## src/rtl/traffic_tick_ctrl.sv

```systemverilog
// Two-street traffic light FSM advanced by an external tick enable.
// Define TLC_ALLRED_EN to add an all-red clearance phase after each yellow.
module traffic_tick_ctrl #(
  parameter int unsigned YEL_TICKS     = 5,
  parameter int unsigned MIN_GRN_TICKS = 3
) (
  input  logic       clk,
  input  logic       reset,
  input  logic       tick,
  input  logic       ta,
  input  logic       tb,
  output logic [1:0] la,
  output logic [1:0] lb,
  output logic [2:0] phase
);

`ifdef TLC_ALLRED_EN
  typedef enum logic [2:0] {
    AG = 3'd0,
    AY = 3'd1,
    BG = 3'd2,
    BY = 3'd3,
    AR = 3'd4,
    BR = 3'd5
  } state_e;
`else
  typedef enum logic [2:0] {
    AG = 3'd0,
    AY = 3'd1,
    BG = 3'd2,
    BY = 3'd3
  } state_e;
`endif

  localparam logic [1:0] L_GRN = 2'b00;
  localparam logic [1:0] L_YEL = 2'b01;
  localparam logic [1:0] L_RED = 2'b10;

  localparam logic [4:0] YEL_END = 5'(YEL_TICKS);
  localparam logic [4:0] GRN_MIN = 5'(MIN_GRN_TICKS);
  localparam logic [4:0] RED_END = 5'd2;

  state_e     state_q, state_d;
  state_e     nxt;
  logic [3:0] timer_q, timer_d;
  logic [3:0] timer_sat;
  logic [4:0] cnt;
  logic       adv;
  logic       illegal;

  // cnt is the tick count including the tick being sampled now
  always_comb begin
    cnt       = {1'b0, timer_q} + 5'd1;
    timer_sat = (timer_q == 4'hf) ? 4'hf : cnt[3:0];
    adv       = 1'b0;
    nxt       = state_q;
    illegal   = 1'b0;
    state_d   = state_q;
    timer_d   = timer_q;

    case (state_q)
      AG: begin
        adv = (cnt >= GRN_MIN) && !ta;
        nxt = AY;
      end
      AY: begin
        adv = (cnt == YEL_END);
`ifdef TLC_ALLRED_EN
        nxt = AR;
`else
        nxt = BG;
`endif
      end
      BG: begin
        adv = (cnt >= GRN_MIN) && !tb;
        nxt = BY;
      end
      BY: begin
        adv = (cnt == YEL_END);
`ifdef TLC_ALLRED_EN
        nxt = BR;
`else
        nxt = AG;
`endif
      end
`ifdef TLC_ALLRED_EN
      AR: begin
        adv = (cnt == RED_END);
        nxt = BG;
      end
      BR: begin
        adv = (cnt == RED_END);
        nxt = AG;
      end
`endif
      default: illegal = 1'b1;
    endcase

    // Corrupted state recovers without waiting for a tick
    if (illegal) begin
      state_d = AG;
      timer_d = 4'd0;
    end else if (tick) begin
      if (adv) begin
        state_d = nxt;
        timer_d = 4'd0;
      end else begin
        timer_d = timer_sat;
      end
    end
  end

  always_ff @(posedge clk or posedge reset) begin
    if (reset) begin
      state_q <= AG;
      timer_q <= 4'd0;
    end else begin
      state_q <= state_d;
      timer_q <= timer_d;
    end
  end

  always_comb begin
    la    = L_RED;
    lb    = L_RED;
    phase = state_q;
    case (state_q)
      AG:      la = L_GRN;
      AY:      la = L_YEL;
      BG:      lb = L_GRN;
      BY:      lb = L_YEL;
      default: ;
    endcase
  end

endmodule

```

## config.mk

```make
export PLATFORM = sky130hd
export DESIGN_NAME = traffic_tick_ctrl
export DESIGN_NICKNAME = d
export VERILOG_FILES = /design/src/rtl/traffic_tick_ctrl.sv
export SDC_FILE = /design/constraint.sdc
export NUM_CORES = 1
export LEC_CHECK = 0
export BUFFER_PORTS_ARGS = -buffer_cell sky130_fd_sc_hd__buf_2
export CAP_MARGIN = 40
export CORE_ASPECT_RATIO = 1.2
export CORE_UTILIZATION = 25
export DETAILED_ROUTE_END_ITERATION = 8
export PLACE_DENSITY_LB_ADDON = 0.05
export REMOVE_ABC_BUFFERS = 1
export SLEW_MARGIN = 20
export SYNTH_ARGS = -nofsm -noshare
export SYNTH_HDL_FRONTEND = slang
export SYNTH_SLANG_ARGS = --single-unit
```

## constraint.sdc

```tcl
create_clock -name clk -period 3.15 [get_ports clk]
set_input_delay 0.315 -clock clk [delete_from_list [all_inputs] [get_ports clk]]
set_output_delay 0.315 -clock clk [all_outputs]
set_load 0.02 [all_outputs]
```

Word level (Yosys, flattened, before mapping)
Cells that the tools add are included.

cells by class
  multiplexer cells = 11
  magnitude comparators = 1
  equal/unequal tests = 8
  reductions and logical operators = 8
  $add $sub $neg = 1

operator list
  kind                   count
  $mux W4                4
  $pmux W3 S4            1
  $mux W3                3
  $pmux W2 S2            2
  $eq A3 B2 Y1 const B   2
  $add A4 B1 Y5 const B  1
  $eq A5 B3 Y1 const B   1
  $ge A5 B2 Y1 const B   1
  $ne A5 B1 Y1 const B   1
  $eq A4 B4 Y1 const B   1
  $ne A2 B1 Y1 const B   2
  $reduce_or A4 Y1       1
  $eq A3 B1 Y1 const B   1
  $logic_not A3 Y1       1
  $pmux W1 S3            1
  $reduce_and A3 Y1      1
  $logic_and A1 B1 Y1    2
  $logic_not A1 Y1       2
  $reduce_or A2 Y1       1

word-level totals
  output and inout port bits = 7
  input port bits = 5
  register bits after elaboration = 7
  word-level logic and storage cells = 31

Depth between registers and ports, before layout
  depth in word-level cells = 7
  mapped depth = 8
  mapped depth without buffers = 7

Least setup slack after synthesis
OpenSTA, ideal clock, no wires.

  path type = register -> register
  from = register timer_q[0]
  to = register state_q[1], in the netlist phase[1]
  stages on the path, launching flop included = 7
  buffers on the path = 0
  arrival = 1.956 ns
  clock period less this slack = 2.081 ns
  path slack = 1.069 ns
  data required time = 3.025 ns
  library setup time = 0.125 ns
  cells stage by stage = dfrtp_1 ha_1 nor2b_1 a41oi_1 a2111o_1 a311o_1 mux2_4

on the way
  word-level cells in the longest chain between the ends = 6

RTL lines
  item                                           RTL line  text
  from (decl)                                    45        logic [3:0] timer_q, timer_d;
  from (signal assigned)                         119       timer_q <= timer_d;
  $add A4 B1 Y5 (*)                              53        cnt = {1'b0, timer_q} + 5'd1;
  $ge A5 B2 Y1                                   63, 75
  $logic_and A1 B1 Y1, on equally long branches  75, 63
  $pmux W1 S3 (*)                                61        case (state_q)
  $ne A2 B1 Y1 (no source line) (*)              n/a
  $reduce_and A3 Y1 (no source line) (*)         n/a
  to (signal assigned)                           118       state_q <= state_d;
  to (decl)                                      43        state_e state_q, state_d;

Mark *: on every way between the ends. The rest lies on a longest branch, timed or not.
A chain may end at the register's enable or synchronous reset.

Final worst setup path
Ends and elaborated chain as after synthesis.

==> results.cfg <==
[run_status]
status = finished, final reports clean

[clock_network]
clk_latency_ns = 0.24
cts_tree = yes
cts.htree.levels = 1
cts_resized = 0
hold_buffers = 1
clk_pin_slew_ns = 0.05
numCtsBuffers = 3
postCtsSetupBuffers = 0
root_buffer = clkbuf_4
cts_sinks = 6
cts_max_path_buffers = 2

[die]
coreArea_um2 = 1702
fp.dieW_um = 41.92
num_io_pins = 12
start_util_pct = 28.09
rows = 16
die_y_um = 49.90
dieArea_um2 = 2091

[critical_path]
crit_arrival_ns = 2.35
cp-start-kind = flip-flop
crit_path_end_kind = flip-flop
path_class = reg -> reg
crit_fanout = 6
required_ns = 3.28

[route]
routed_wl_um = 997
ant_nets = 0
drtIter0Drc = 4
post_drt_wl_per_cell_um = 11.87
drtPass1Iterations = 2
num_vias = 401
viasPerCell = 4.774
drc = 0

[timing]
rsz0062_at_grt = no
final_max_slew_viol_count = 0
holdWs_ns = 0.3680
setup_viol_count_final = 0
fmax_mhz = 450.2
finalHoldViolCount = 0
worst_slew_pin_slew_ns = 0.5299
layout_min_cycle_time_ns = 2.221
slew_headroom_pct = 64.35
postLayoutSetupSlackWorst_ns = 0.9289
setup_tns_ns = 0
finalClockSkew_ns = 0.004820
finalCritPeriodShare_pct = 70.51

[logic_synthesis]
seq_area_frac_synth_pct = 31.41
avgSynthCellArea_um2 = 8.851
syn-instance-count = 54
synth_area_um2 = 478.0
yosys_warnings = 0
ys_seq_elements = 6
ys_types = 26

[power]
power_density_nw_per_um2 = 1149
ir_drop_mv = 0.3835
p_leak_nw = 0.2981

[global_routing]
grt_pass1_wl_um = 1759
first_global_vias = 419
grt_overflow = 0
grt_antenna_before_repair = 0
grt_use_total_pct = 10.89
grt_max_degree = 7

[finish]
n_antenna_cell = 0
mostFrequentLayoutCells = buf_2 (10), nor2_1 (8), ha_1 (7), inv_1 (6), dfrtp_1 (6)
drive_gt1_share_pct = 22.73
layout.nets = 80
final_common_cell = buf_2
area_growth_pct = 19.63

[flow_run]
cap_violations = 0

[min_path]
hold_class = in -> reg

[placement]
gp_congestion = 0.7659
pre_cts_ws_ns = 0.9315
dp_hpwl_um = 781.2
port_buffers = 10
[per-layer routing]
layer / global-route usage (%) / up-vias / wire length (µm) / share of wire (%)
li1: - / 212 / - / -
met1: 13.74 / 179 / 512 / 51
met2: 16.93 / 8 / 440 / 44
met3: 1.099 / 2 / 28 / 2.8
met4: 8.065 / 0 / 15 / 1.5
met5: 0 / - / 0 / 0
[final cells by class]
cell class / instances / area, µm²
clock buffers: 3 / 22.52
fillers: 180 / 1130
inverters: 6 / 22.52
multi-input cells: 40 / 294.0
flip-flops and latches: 6 / 150.1
well taps: 18 / 22.52
repair buffers: 11 / 60.06
[through the flow]
step                std cells  total power, mW  instance area, µm²  util [%]
floorplan                  52           0.4816               466.7         -
global placement           80           0.6065               539.3     31.69
detailed placement         80           0.5921               539.3     31.69
CTS                        84           0.6674               571.8     33.60
global route               84           0.7207               571.8     33.60
finish                     84           0.6572               571.8     33.60
[power by group]
group          switching (mW)  total (mW)  leakage (nW)  internal, mW
clock                  0.0273      0.0704        0.0138        0.0431
combinational           0.242       0.424         0.209         0.182
sequential             0.0485       0.163        0.0751         0.114
[cell families after synthesis]
logic type | Yosys count | share of synthesized area, %
AOI/OAI and AO/OA | 13 | 20.68
xor gates and xnor gates | 1 | 1.833
adders and majority gates | 7 | 18.32
buffers and inverters | 8 | 7.068
DFF | 6 | 31.41
muxes | 1 | 3.140
other | 1 | 0.7846
and+or+nand+nor | 17 | 16.75
[final timing paths]
check / start / to / slack (ns) / cells past startpoint
worst min register to register: phase[0] / phase[0] / 0.60 / 1
worst max register to register: timer_q[0] / phase[1] / 0.93 / 6
worst min-delay path: tick / timer_q[3] / 0.37 / 3
min in group asynchronous: reset / timer_q[3] / 0.52 / 3
max in group asynchronous: reset / timer_q[0] / 2.43 / 3
worst max-delay path: timer_q[0] / phase[1] / 0.93 / 6
[cell usage after synthesis, drive strengths merged]
master,number,area share [%]
a21oi,3,3.1
xor2,1,1.8
nand3,3,3.1
o32a,1,2.1
a41oi,1,1.8
mux2,1,3.1
nand2b,1,1.3
dfrtp,6,31
a21o,1,1.6
conb,1,0.78
nor2,8,6.3
a311o,1,2.1
nor4,1,1.3
nand2,1,0.78
a31oi,1,1.3
or2,1,1.3
nor2b,2,2.6
buf,1,1.6
o21ai,1,1.0
a311oi,1,1.8
clkbuf,1,0.78
inv,6,4.7
a2111o,1,2.4
a211oi,1,1.6
ha,7,18
o2111ai,1,1.8
[sequential cells by signal, indices dropped and copies added (netlist names)]
register / count
phase: 2
timer_q: 4
[critical path, stage by stage, from the launching register on]
cell and delay (ns):
dfrtp_1 0.42, ha_1 0.29, nor2b_1 0.13, a41oi_1 0.18, a2111o_1 0.38, a311o_1 0.39, mux2_4 0.32
Note: power is estimated with default switching activity, not from simulation.
